File: src/rtl/sysid_chk_timer.sv
// Loadable down-counter for start delay and read stall timeout
// expired is high whenever the count sits at zero
module sysid_chk_timer #(
  parameter int            W       = 16,
  parameter logic [W-1:0]  RST_VAL = '0
) (
  input  logic         clock,
  input  logic         reset_n,
  input  logic         clear,
  input  logic         load,
  input  logic [W-1:0] load_val,
  input  logic         dec,
  output logic         expired
);

  logic [W-1:0] cnt;

  // clear beats load beats decrement; saturates at zero
  always_ff @(posedge clock or negedge reset_n) begin
    if (!reset_n) begin
      cnt <= RST_VAL;
    end else if (clear) begin
      cnt <= '0;
    end else if (load) begin
      cnt <= load_val;
    end else if (dec && cnt != '0) begin
      cnt <= cnt - W'(1);
    end
  end

  assign expired = (cnt == '0);

endmodule

File: config.mk
export PLATFORM = sky130hd
export DESIGN_NAME = sysid_chk_timer
export DESIGN_NICKNAME = d
export VERILOG_FILES = /design/src/rtl/sysid_chk_timer.sv
export SDC_FILE = /design/constraint.sdc
export NUM_CORES = 1
export LEC_CHECK = 0
export CORE_MARGIN = 10
export CORE_UTILIZATION = 45
export DETAILED_ROUTE_END_ITERATION = 7
export HOLD_SLACK_MARGIN = 0.05
export PLACE_DENSITY = 0.77
export SLEW_MARGIN = 20
export SYNTH_ARGS = -nofsm -noshare
export SYNTH_HDL_FRONTEND = slang
export SYNTH_SLANG_ARGS = --single-unit
File: constraint.sdc
create_clock -name clock -period 2.1 [get_ports clock]
set_input_delay 0.42 -clock clock [delete_from_list [all_inputs] [get_ports clock]]
set_output_delay 0.42 -clock clock [all_outputs]
set_load 0.05 [all_outputs]
# Word-level counts from Yosys, hierarchy flattened

Cells that the tools add are included.

Multiply operators: 0
Muxes and demuxes: 3
Equality and inequality tests: 0
Reduce and logical (&&, ||, !) cells: 4
$add $sub $neg: 1
Magnitude comparators: 0
Divide/modulo/power cells: 0
Shift operators: 0
Bitwise logic cells: 0

Operators with widths:

| kind                    | count |
|---|---|
| $mux W16                | 3 |
| $logic_not A16 Y1       | 1 |
| $reduce_bool A16 Y1     | 1 |
| $sub A16 B1 Y16 const B | 1 |
| $reduce_bool A3 Y1      | 1 |
| $logic_and A1 B1 Y1     | 1 |

Memory bits (read-only): 0
Input port bits: 21
Bits in writable memories: 0
Memories kept: 0
Latch bits: 0
Output and inout port bits: 1
Bits in registers: 16

# Logic depth before layout (Yosys ltp)

Gate-level depths: netlist of run 1.

Depth after elaboration: 5
Gate-level depth with buffers: 7
Depth with buffers taken out: 7

# Worst setup path after synthesis of run 1

Ideal clock, no wire load.

Path kind: flip-flop to output port
Start point: reg cnt[4]
End point: out expired
Path buffers: 1
Cell stages (with the launch flop): 5
Setup slack: -0.838 ns
Arrival time: 2.518 ns
Cell sequence: dfrtp_1 or4_1 buf_2 or3_1 nor3_1

Word-level cells in the longest chain between the ends: 1

RTL lines:

| item                     | line | source |
|---|---|---|
| start: declaration       | 16   | `logic [W-1:0] cnt;` |
| start signal: assignment | 25   | `cnt <= load_val;` |
| start signal: assignment | 27   | `cnt <= cnt - W'(1);` |
| $logic_not A16 Y1        | 31   | `assign expired = (cnt == '0);` |
| end: declaration         | 13   | `output logic expired` |

No other way between the ends.

# Final worst setup path of run 1

Start point: reg cnt[11]
End point: out expired

The elaborated chain is that of the path after synthesis.

==> results.toml, run 1 <==
[grt]
grt_overflow_total = 0
grt_pass1_wl_microns = 5680
antenna_found_initial = 0
grt_max_degree = 17
track_usage_pct = 15.5
first_global_vias = 1237

[clock_tree]
h-tree-depth = 1
cts.sinks = 16
clkSlewWorstSetupHoldPaths_ns = 0.10
cts_buffers = 3
cts_tree = "built"
ctsLongestPathBuffers = 2
hold_buffers = 0
root_buffer = "clkbuf_4"
clock_latency_ns = 0.29

[outcome]
violations = "negative setup slack"
status = "finished, violations left"

[logic_synthesis]
yosysWarnings = 0
yosysTopAreaCellShare_pct = 37.3
syn_area_per_cell_sq_um = 8.65
synth_ff_type = "dfrtp_1"
syn_area_sq_um = 1070
synth_edf_count = 0
yosys_register_bits = 16
async_flop_share_pct = 100
ys_types = 33
synthCells = 124
ys_seq_area_share_pct = 37.3
synth_top_area_cell = "dfrtp_1"
syn_nets = 146
yosys-top-cells-area = "dfrtp_1 37%, a211oi_1 6.3%, nor2_1 4.9%, xnor2_1 4.9%, a21oi_1 4.2%"

[cells_and_area]
top_register = "cnt"
drive_above_1_share_pct = 30.3
fin_area_sq_um = 1630
stdcell_count = 203
reg_top3 = "cnt (16)"
final_nets = 199
largest_reg_flops = 16
final.fill_count = 189
antenna_cells = 0
area_delta_synth_final_pct = 52.2

[drt]
vias_per_cell = 5.89
avgRoutedWirePerCell_microns = 17.1
antenna_left = 0
drc = 0
first_pass_iters = 4
wl_microns = 3470
drt_iter0_markers = 138
vias = 1195

[setup_path]
rr_startpoint = "cnt[11]$_DFFE_PN0P_"
crit_start = "cnt[11]$_DFFE_PN0P_"
cp_max_fo = 2
path_class = "flop to primary output"
rr_worst_depth = 6
worstPathRequired_ns = 1.68
worstPathArrival_ns = 1.99
r2r_slack_ns = 0.09
r2r-end = "cnt[9]$_DFFE_PN0P_"
endpoint = "expired"
end_kind = "primary output"
critical_path.startpoint_type = "flop"

[power_and_ir_drop]
power.density_nw_per_um2 = 519
p_switching_mw = 0.274
vdd_ir_drop_max_v = 0.000418
power_frac_clock_pct = 19.5
intPower_mw = 0.572
comb_power_share_pct = 39.3
sw_frac_of_total_pct = 32.4
p_leak_nw = 0.683
p_seq_share_pct = 41.2

[flow_run]
maxCapViolCount = 0

[timing]
hold_violations = 0
tns_ns = -0.306
slew-limit-headroom_pct = 67.5
max_freq_mhz = 416
finClkSkew_ns = 0.00929
min_period_ns = 2.41
grt_setup_unrepaired = "true"
fin_ws_ns = -0.306
finalSetupViolations = 1
period_share_pct = 115
maxSlewViolCount = 0
worstMarginPinSlew_ns = 0.486

[hold_path]
hp-class = "input pin to asynchronous set/reset pin"

[placement]
placed_area_sq_um = 1560
gp_congestion = 0.872
io_buffers = 21
dpl.cell_count = 198
dpl.hpwl_microns = 2580

[floorplan]
initial_core_util_pct = 48.0
core.rowCount = 17
die_w_microns = 68.8
core-area_sq_um = 2230
fp.dieArea_sq_um = 4740
pin_count = 22
die_h_microns = 68.8
==> cell usage after synthesis, types with 2 or more instances <==
library cell / instances
o211a_1: 2
buf_2: 2
a31oi_1: 2
a41oi_1: 2
xnor2_1: 6
nor4_1: 6
xor2_1: 2
nor2_1: 14
inv_1: 4
o21ai_0: 3
nor3_2: 2
nand3_1: 3
or3_1: 2
a211oi_1: 9
or4_1: 4
nor3_1: 8
dfrtp_1: 16
nand2_1: 8
clkbuf_1: 6
a311o_1: 2
a21oi_1: 9
==> critical path, stage by stage, from the launching register on <==
cell	delay [ns]
dfrtp_1	0.39
or4_4	0.54
or3_4	0.43
nor3_4	0.17
buf_12	0.16
==> worst min-delay path by stage <==
stage / start / end / slack (ns) / cells after the start
finish: reset_n / cnt[15]$_DFFE_PN0P_ / 0.44 / 2
global placement: cnt[13]$_DFFE_PN0P_ / cnt[13]$_DFFE_PN0P_ / 0.57 / 2
detailed placement: cnt[13]$_DFFE_PN0P_ / cnt[13]$_DFFE_PN0P_ / 0.59 / 2
global route: reset_n / cnt[15]$_DFFE_PN0P_ / 0.46 / 2
floorplan: reset_n / cnt[0]$_DFFE_PN0P_ / 0.12 / 0
CTS: reset_n / cnt[15]$_DFFE_PN0P_ / 0.44 / 2
==> cell type report <==
class / count / area (sq um) / area share (%)
Multi-Input combinational cell: 96 / 676 / 41.4
Tap cell: 28 / 35.0 / 2.15
Clock buffer: 3 / 22.5 / 1.38
Inverter: 4 / 15.0 / 0.920
Timing Repair Buffer: 56 / 483 / 29.6
Sequential cell: 16 / 400 / 24.5
==> layer usage <==
| layer | part of all wire, % | wire, microns | GRT usage (%) | vias up |
|---|---|---|---|---|
| li1 | - | - | - | 576 |
| met5 | 0 | 0 | 0 | - |
| met2 | 51 | 1760 | 26.0 | 43 |
| met4 | 1.2 | 42 | 6.40 | 0 |
| met1 | 40 | 1390 | 18.1 | 570 |
| met3 | 7.7 | 267 | 4.19 | 6 |
==> repair_timing <==
item,in CTS,in global routing
pin swaps,2,2
resized for setup,3,5
endpoints found under the setup margin,5,8
buffers inserted,0,2
==> layout by cell type (no fill, tap or decap), drive strengths merged, types with 3 or more instances in the layout <==
master and count:
buf 36, clkbuf 3, nor2 14, xnor2 6
nor4 6, nand2 8, or4 5, nor3 10
nand3 3, o21ai 4, clkdlybuf4s50 20, inv 4
dfrtp 16, a211oi 10, a21oi 9
==> metrics by stage <==
stage	hold WS (ns)	util [%]	worst slack, ns	power, mW
floorplan	0.124	-	-0.150	0.508
global placement	0.575	69.8	-0.0459	0.652
detailed placement	0.588	69.8	-0.122	0.662
CTS	0.442	71.4	-0.318	0.835
global route	0.462	73.1	-0.365	0.900
finish	0.439	73.1	-0.306	0.847
==> power groups by stage <==
stage	clock network, mW	registers (mW)	logic, mW
3_5_place_dp	0	0.352	0.309
3_3_place_gp	0	0.351	0.301
2_1_floorplan	0	0.358	0.149
4_1_cts	0.171	0.347	0.317
6_report	0.165	0.349	0.333
5_1_grt	0.186	0.352	0.362
==> cell families (layout without fill, tap and decap cells) <==
kind of cell,after synthesis,in the layout,synth area share (%)
buf+inv,12,63,4.43
compound gates,34,34,22.4
simple gates,53,53,28.1
fa+ha+maj,1,1,1.17
xor+xnor,8,8,6.53
flops,16,16,37.3
Note: power is estimated with default switching activity, not from simulation.
==> run 2: changes to the inputs <==
--- a/config.mk
+++ b/config.mk
@@ -6,4 +6,5 @@
 export NUM_CORES = 1
 export LEC_CHECK = 0
+export ABC_CLOCK_PERIOD_IN_PS = 2100
 export CORE_MARGIN = 10
 export CORE_UTILIZATION = 45
==> constraint.sdc (replaced) <==
create_clock -name clock -period 2.1 [get_ports clock]
set_input_delay 0.42 -clock clock [delete_from_list [all_inputs] [get_ports clock]]
set_output_delay 0.42 -clock clock [all_outputs]
set_load 0.01 [all_outputs]
==> run 2 against run 1 <==
Effect of this change: cell area increased by 3.0%; flip-flop and latch count unchanged; the flow still finishes with violations (negative setup slack); non-clock buffer count increased by 1; first-iteration DRC count shrank 27%; clock skew decreased by 0.0073 ns; clock power up 28%; routed wire length up 1.1%; critical endpoint unchanged; sequential power about the same; sequential share of layout area is 0.71 points lower; cell count is 0.99% higher.
==> results.toml, run 2 (synthesized netlist as in run 1, its figures left out) <==
[outcome]
status = "finished, violations left"
violations = "negative setup slack"

[cells_and_area]
drive_above_1_share_pct = 32.8
layout_common_cells = "36 x buf_4, 20 x clkdlybuf4s50_1, 16 x dfrtp_1"
antenna_cells = 0
largest_reg_flops = 16
area_delta_synth_final_pct = 56.7
final_nets = 200
fin_area_sq_um = 1680
layout_commonest_cell = "buf_4"
top_register = "cnt"
reg_top3 = "cnt (16)"
final_util_pct = 75.2

[grt]
first_global_vias = 1196
grt_overflow_total = 0
grt_max_degree = 17
track_usage_pct = 15.3
grt_pass1_wl_microns = 5560
antenna_found_initial = 0

[drt]
drc = 0
wl_microns = 3510
vias_per_cell = 5.95
antenna_left = 0
vias = 1219
avgRoutedWirePerCell_microns = 17.1
drt_iter0_markers = 101
first_pass_iters = 4

[setup_path]
path_class = "flop to primary output"
worstPathRequired_ns = 1.68
r2r-end = "cnt[10]$_DFFE_PN0P_"
rr_worst_depth = 6
cp_max_fo = 2
end_kind = "primary output"
rr_startpoint = "cnt[6]$_DFFE_PN0P_"
r2r_slack_ns = 0
worstPathArrival_ns = 1.96
critical_path.startpoint_type = "flop"

[placement]
gp_congestion = 0.939
placed_area_sq_um = 1550
dpl.hpwl_microns = 2590
io_buffers = 21

[timing]
fin_ws_ns = -0.278
min_period_ns = 2.38
max_freq_mhz = 421
hold_violations = 0
grt_setup_unrepaired = "true"
slew-limit-headroom_pct = 71.8
period_share_pct = 113
finalSetupViolations = 2
maxSlewViolCount = 0
finClkSkew_ns = 0.00197
worstMarginPinSlew_ns = 0.419

[clock_tree]
clock_latency_ns = 0.29
hold_buffers = 0
h-tree-depth = 1
root_buffer = "clkbuf_4"
cts.sinks = 16
cts_tree = "built"
clkSlewWorstSetupHoldPaths_ns = 0.10
cts_buffers = 3
ctsLongestPathBuffers = 2

[power_and_ir_drop]
power.density_nw_per_um2 = 542
p_seq_share_pct = 38.1
power_frac_clock_pct = 23.3
comb_power_share_pct = 38.5
intPower_mw = 0.618
p_leak_nw = 0.707
vdd_ir_drop_max_v = 0.000582
p_switching_mw = 0.292
sw_frac_of_total_pct = 32.1

[flow_run]
maxCapViolCount = 0

[floorplan]
die_w_microns = 68.8
fp.dieArea_sq_um = 4740
initial_core_util_pct = 48.0
core-area_sq_um = 2230
pin_count = 22
core.rowCount = 17
die_h_microns = 68.8

[hold_path]
hp-class = "input pin to asynchronous set/reset pin"
-- run 2: cell count changes in the layout (fill, tap and decap cells not counted), sizes merged --
cell,previous run,this run
clkbuf,3,4
buf,36,37
-- run 2: metrics by stage --
stage	power, mW	hold WS [ns]	TNS (ns)	worst slack (ns)	cells
2_1_floorplan	0.499	0.124	0	0.0207	124
3_3_place_gp	0.648	0.666	-0.660	-0.357	200
3_5_place_dp	0.659	0.672	-0.826	-0.406	200
4_1_cts	0.882	0.441	-0.276	-0.276	205
5_1_grt	0.952	0.470	-0.489	-0.320	205
6_report	0.910	0.442	-0.281	-0.278	205
-- run 2: power by group through the flow --
stage                     clock [mW]  combinational [mW]  sequential, mW
after detailed placement           0               0.308           0.351
after floorplan                    0               0.140           0.358
after global routing           0.225               0.377           0.350
after CTS                      0.216               0.320           0.346
after global placement             0               0.299           0.349
final                          0.212               0.351           0.347
-- run 2: worst max-delay path by stage --
stage,slack [ns],start,depth (start not counted),endpoint
after floorplan,0.02,cnt[4]$_DFFE_PN0P_,4,expired
after detailed placement,-0.41,cnt[6]$_DFFE_PN0P_,4,expired
after global routing,-0.32,cnt[6]$_DFFE_PN0P_,4,expired
after CTS,-0.28,cnt[6]$_DFFE_PN0P_,4,expired
final,-0.28,cnt[6]$_DFFE_PN0P_,4,expired
after global placement,-0.36,cnt[6]$_DFFE_PN0P_,4,expired
-- run 2: timing repair --
item                       in CTS  in global routing
resized for setup               9                 11
hold endpoints to repair        0                  0
pin swaps                       2                  1
setup buffers                   1                  0
setup endpoints to repair       4                  8
-- run 2: routing by layer --
layer	wire (microns)	up-vias	share of wire (%)	GRT usage (%)
met3	224	8	6.4	3.54
met5	0	-	0	0
met1	1450	586	41	17.7
li1	-	577	-	-
met2	1770	48	50	27.1
met4	62	0	1.8	4.93
-- run 2: area by class of cell --
cell class                 instances  area [sq um]
timing repair buffer              57           475
inverter                           4          15.0
sequential                        16           400
clock buffer                       4          36.3
tap                               28          35.0
multi-input combinational         96           718
fill                             154           553
-- run 2: worst max-delay path: stages, from the launching register on --
cell,delay (ns)
dfrtp_1,0.39
or4_4,0.54
or3_4,0.41
nor3_2,0.17
buf_2,0.16
==> run 3: changes to the inputs <==
Settings changed: ABC_CLOCK_PERIOD_IN_PS 2100 to default.
==> results of run 3 <==
No change in the layout: final DEF, timing and power equal those of run 2.
==> variant 1: new RTL, config.mk and constraints of run 1 <==
Set the parameter `W` to 12 (it was 16).
--- a/src/rtl/sysid_chk_timer.sv
+++ b/src/rtl/sysid_chk_timer.sv
@@ -1,7 +1,7 @@
 // Loadable down-counter for start delay and read stall timeout
 // expired is high whenever the count sits at zero
 module sysid_chk_timer #(
-  parameter int            W       = 16,
+  parameter int            W       = 12,
   parameter logic [W-1:0]  RST_VAL = '0
 ) (
   input  logic         clock,
Interface: changed (resized load_val); port bits go from 22 to 18. No check against the original RTL was run, so the function may have changed too.
==> variant 1 against run 1 <==
Synthesized area fell by 24%; worst setup slack improved by 0.38 ns; maximum frequency rose by 19%; clock skew fell by 0.0074 ns; total power fell by 19%; wire length fell by 34%; core utilization fell by 2.7 points; highest routed layer unchanged; sequential cell count fell by 4; non-clock buffer count fell by 23; design area fell by 26%; clock power rose by 15%.
==> variant 1: results (changes against run 1) <==
| Metric | Value |
|---|---|
| Outcome | `completed (was finished, violations left)` |
| Pre-CTS setup slack | `-0.345 ns (was -0.122 ns)` |
| Clock skew | `0.00192 ns (was 0.00929 ns)` |
| Worst vdd ir | `0.000442 V (was 0.000418 V)` |
| Pwr Density | `564 mW/mm^2 (was 519 mW/mm^2)` |
| Seq pwr share | `39.8% (was 41.2%)` |
| Global routing usage on met3 | `3.41% (was 4.19%)` |
| Final hold slack | `0.516 ns (was 0.439 ns)` |
| Fillcell total | `140 (was 189)` |
| Mean post-synth cell area | `9.33 sq um (was 8.65 sq um)` |
| Largest net degree at the start of global routing | `13 (was 17)` |
| Share of layout cells above drive strength 1 | `33.1% (was 30.3%)` |
| Worst skew pair latency | `0.27 ns (was 0.29 ns)` |
| Crit. Startpoint | `cnt[0]$_DFFE_PN0P_ (was cnt[11]$_DFFE_PN0P_)` |
| Post-Syn Nets | `106 (was 146)` |
| Clk root buf | `clkbuf_4 (unchanged)` |
| Global-route wire length before repair | `4.00 mm (was 5.68 mm)` |
| Seq/Total Area, Yosys | `37.0% (was 37.3%)` |
| Detailed Place HPWL | `1.67 mm (was 2.58 mm)` |
| Tmin final | `2.02 ns (was 2.41 ns)` |
| R2R setup slack | `0.08 ns` |
| R2R Path End | `cnt[10]$_DFFE_PN0P_ (was cnt[9]$_DFFE_PN0P_)` |
| CP Class | `reg2reg (was reg2out)` |
| Biggest regs | `cnt x12 (was cnt x16)` |
| Met1 Use GR | `16.4% (was 18.1%)` |
| Vias in the first global route | `854 (was 1237)` |
| WL final | `2.30 mm (was 3.47 mm)` |
| H-tree levels | `1 (unchanged)` |
| Port Buffers | `17 (was 21)` |
| Tightest Pin Transition | `0.590 ns (was 0.486 ns)` |
| Initial DRC count | `30 (was 138)` |
| WL met3 | `145 um (was 267 um)` |
| Gr usage total | `12.0% (was 15.5%)` |
| Library cells used by synthesis | `32 (was 33)` |
| Cell Area, Placed | `0.00113 sq mm (was 0.00156 sq mm)` |
| Leakage | `0.507 nW (was 0.683 nW)` |
| Post-synth top cells | `12 x dfrtp_1, 11 x inv_1, 9 x nor2_1 (was 16 x dfrtp_1, 14 x nor2_1, 9 x a211oi_1, 9 x a21oi_1)` |
| First-pass DRT Iterations | `4 (unchanged)` |
| Asr flop ratio synth | `100% (unchanged)` |
| Gpl congestion | `0.900 (was 0.872)` |
| Worst-path fanout max | `4 (was 2)` |
| DR vias | `829 (was 1195)` |
| Switching share of power | `30.6% (was 32.4%)` |
| M1 WL | `1.05 mm (was 1.39 mm)` |
| Most area-consuming cells after synthesis | `dfrtp_1 37%, a221oi_1 5.4%, a311oi_1 5.4% (was dfrtp_1 37%, a211oi_1 6.3%, nor2_1 4.9%)` |
| Routed WL per cell | `15.7 um (was 17.1 um)` |
| Total Power | `685 uW (was 847 uW)` |
| Routed met2 length | `1.08 mm (was 1.76 mm)` |
| WP data arrival | `2.20 ns (was 1.99 ns)` |
| Clock power share | `27.7% (was 19.5%)` |
| Met2 GRT Util | `18.1% (was 26.0%)` |
| Nets@finish | `141 (was 199)` |
variant 1: what timing repair did:
action,4_1_cts,5_1_grt
endpoints found under the setup margin,3,4
pin swaps,1,1
buffers inserted,1,0
gates resized for setup,3,8
variant 1: worst max-delay path: stages (launching register included):
cell and delay, ns:
dfrtp_1 0.40, inv_2 0.09, ha_4 0.15, nand4bb_4 0.11
or4b_4 0.55, or4_1 0.43, a311oi_2 0.21
variant 1: cell families after synthesis:
| group | count (synthesis) | share of synthesized area (%) |
|---|---|---|
| AND/OR/NAND/NOR | 30 | 25.3 |
| AO/OA/AOI/OAI | 28 | 27.1 |
| XOR/XNOR | 1 | 1.08 |
| flip-flops | 12 | 37.0 |
| buffers and inverters | 14 | 6.47 |
| adder cells (fa/ha/maj) | 2 | 3.08 |
variant 1: final cells by class:
cell class                 instances  share of cell area, %
clock buffer                       4                   2.99
inverter                          11                   3.40
multi-input combinational         61                   41.7
sequential                        12                   24.7
tap                               25                   2.57
timing repair buffer              33                   24.6
==> variant 2: new RTL, config.mk and constraints of run 1 <==
Made on the original files. Register the output `expired`, cleared by the reset; this adds one clock of latency there.
--- a/src/rtl/sysid_chk_timer.sv
+++ b/src/rtl/sysid_chk_timer.sv
@@ -28,7 +28,13 @@
     end
   end
 
-  assign expired = (cnt == '0);
+  always_ff @(posedge clock or negedge reset_n) begin
+    if (!reset_n) begin
+      expired <= '0;
+    end else begin
+      expired <= (cnt == '0);
+    end
+  end
 
 endmodule
 
Check against the original RTL: not equivalent (Yosys sat finds a counterexample within 4 cycles, from zero or initial values and one cycle with reset_n low).
==> variant 2 against run 1 <==
Total power increased by 0.66%; design area is 4.5% lower; sequential cell count is 1 higher; die area grew 1.6%; cell count fell by 4.4%; synthesized area is 2.3% higher; wire length is 6.3% lower; worst hold slack got worse by 0.0091 ns; worst setup slack better by 0.40 ns; first-iteration DRC count shrank 47%; clock skew down 0.0076 ns.
==> variant 2: results (changes against run 1) <==
| Metric | Value |
|---|---|
| Outcome | `completed (was finished, violations left)` |
| Rel. slew slack | `66.7% (was 67.5%)` |
| Post-Syn Nets | `147 (was 146)` |
| R2R cell count | `5 (was 6)` |
| Worst skew pair latency | `0.30 ns` |
| Met2 GRT Util | `21.8% (was 26.0%)` |
| Nets@finish | `189 (was 199)` |
| Setup TNS Final | `0 ns (was -0.306 ns)` |
| Clock skew | `0.00170 ns (was 0.00929 ns)` |
| Met1 Use GR | `15.4% (was 18.1%)` |
| Leakage | `0.640 nW (was 0.683 nW)` |
| Final period util | `95.5% (was 115%)` |
| # diodes | `0 (unchanged)` |
| Vias per std cell | `5.81 (was 5.89)` |
| Final hold slack | `0.430 ns (was 0.439 ns)` |
| WP data arrival | `2.24 ns (was 1.99 ns)` |
| H-tree levels | `1 (unchanged)` |
| Worst vdd ir | `0.000373 V (was 0.000418 V)` |
| CP Class | `reg2reg (was reg2out)` |
| Ys Warns | `0 (unchanged)` |
| Post-synth top cells | `17 x dfrtp_1, 14 x nor2_1, 9 x a211oi_1, 9 x a21oi_1 (was 16 x dfrtp_1, 14 x nor2_1, 9 x a211oi_1, 9 x a21oi_1)` |
| Asr flop ratio synth | `100% (unchanged)` |
| RR Startpoint | `cnt[5]$_DFFE_PN0P_ (was cnt[11]$_DFFE_PN0P_)` |
| Fillcell total | `183 (was 189)` |
| Vias in the first global route | `1131 (was 1237)` |
| Most area-consuming cells after synthesis | `dfrtp_1 39%, a211oi_1 6.2%, nor2_1 4.8% (was dfrtp_1 37%, a211oi_1 6.3%, nor2_1 4.9%)` |
| Worst-path fanout max | `5 (was 2)` |
| Share of layout cells above drive strength 1 | `22.9% (was 30.3%)` |
| Biggest regs | `cnt x16, expired x1 (was cnt x16)` |
| Routed WL per cell | `16.8 um (was 17.1 um)` |
| Port Buffers | `21 (unchanged)` |
| Detailed Place HPWL | `2.38 mm (was 2.58 mm)` |
| Global-route wire length before repair | `5.24 mm (was 5.68 mm)` |
| R2R Path End | `cnt[12]$_DFFE_PN0P_ (was cnt[9]$_DFFE_PN0P_)` |
| Global routing usage on met3 | `3.99% (was 4.19%)` |
| Gpl congestion | `0.855 (was 0.872)` |
| Cell Area, Placed | `0.00148 sq mm (was 0.00156 sq mm)` |
| Initial DRC count | `73 (was 138)` |
| Seq/Total Area, Yosys | `38.8% (was 37.3%)` |
| Gr usage total | `12.8% (was 15.5%)` |
| Pre-CTS setup slack | `-0.0949 ns (was -0.122 ns)` |
| Largest net degree at the start of global routing | `24 (was 17)` |
| Reg clk slew, reported paths | `0.10 ns (about the same)` |
## variant 2: worst min-delay path by stage
stage,from,to,cells after the start
2_1_floorplan,reset_n,cnt[0]$_DFFE_PN0P_,0
3_3_place_gp,cnt[13]$_DFFE_PN0P_,cnt[13]$_DFFE_PN0P_,2
3_5_place_dp,cnt[13]$_DFFE_PN0P_,cnt[13]$_DFFE_PN0P_,2
4_1_cts,reset_n,cnt[4]$_DFFE_PN0P_,2
5_1_grt,reset_n,cnt[6]$_DFFE_PN0P_,2
6_report,reset_n,expired$_DFF_PN0_,2
## variant 2: worst max-delay path, stage by stage, from the launching register on
cell      delay, ns
dfrtp_1        0.45
or4_1          0.54
or4_4          0.45
nor3_2         0.19
xnor2_1        0.10
a211oi_2       0.20
## variant 2: routing by layer
metal | share of wire, % | vias up | wire (um)
met4 | 0.52 | 0 | 17
met1 | 43 | 543 | 1410
li1 | - | 554 | -
met5 | 0 | - | 0
met2 | 52 | 27 | 1680
met3 | 4.5 | 3 | 145
## variant 2: stage by stage
| step | util [%] | std cells | total power [mW] |
|---|---|---|---|
| 6_report | 68.4 | 194 | 0.852 |
| 5_1_grt | 68.4 | 194 | 0.904 |
| 4_1_cts | 66.2 | 192 | 0.836 |
| 3_5_place_dp | 64.8 | 188 | 0.646 |
| 3_3_place_gp | 64.8 | 188 | 0.639 |
| 2_1_floorplan | - | 125 | 0.520 |
## variant 2: cell families after synthesis
group,count (synthesis),synth area share [%]
simple gates,53,27.5
fa+ha+maj,1,1.14
compound gates,34,21.9
buf+inv,12,4.33
flops,17,38.8
xor+xnor,8,6.39
## variant 2: cell type report
cell class	count	area [sq um]	share of cell area, %
Timing Repair Buffer	45	390	25.1
Sequential cell	17	425	27.3
Multi-Input combinational cell	96	666	42.7
Inverter	4	15.0	0.964
Tap cell	28	35.0	2.25
Clock buffer	4	26.3	1.69
## variant 2: power by group
group / switching [mW] / internal, mW
registers: 0.0275 / 0.350
clock network: 0.112 / 0.0742
logic: 0.138 / 0.150
total: 0.278 / 0.574
## variant 2: timing repair
action / in CTS / in global routing
pin swaps: 0 / 1
setup buffers: 0 / 2
resized for setup: 1 / 7
setup endpoints to repair: 1 / 6
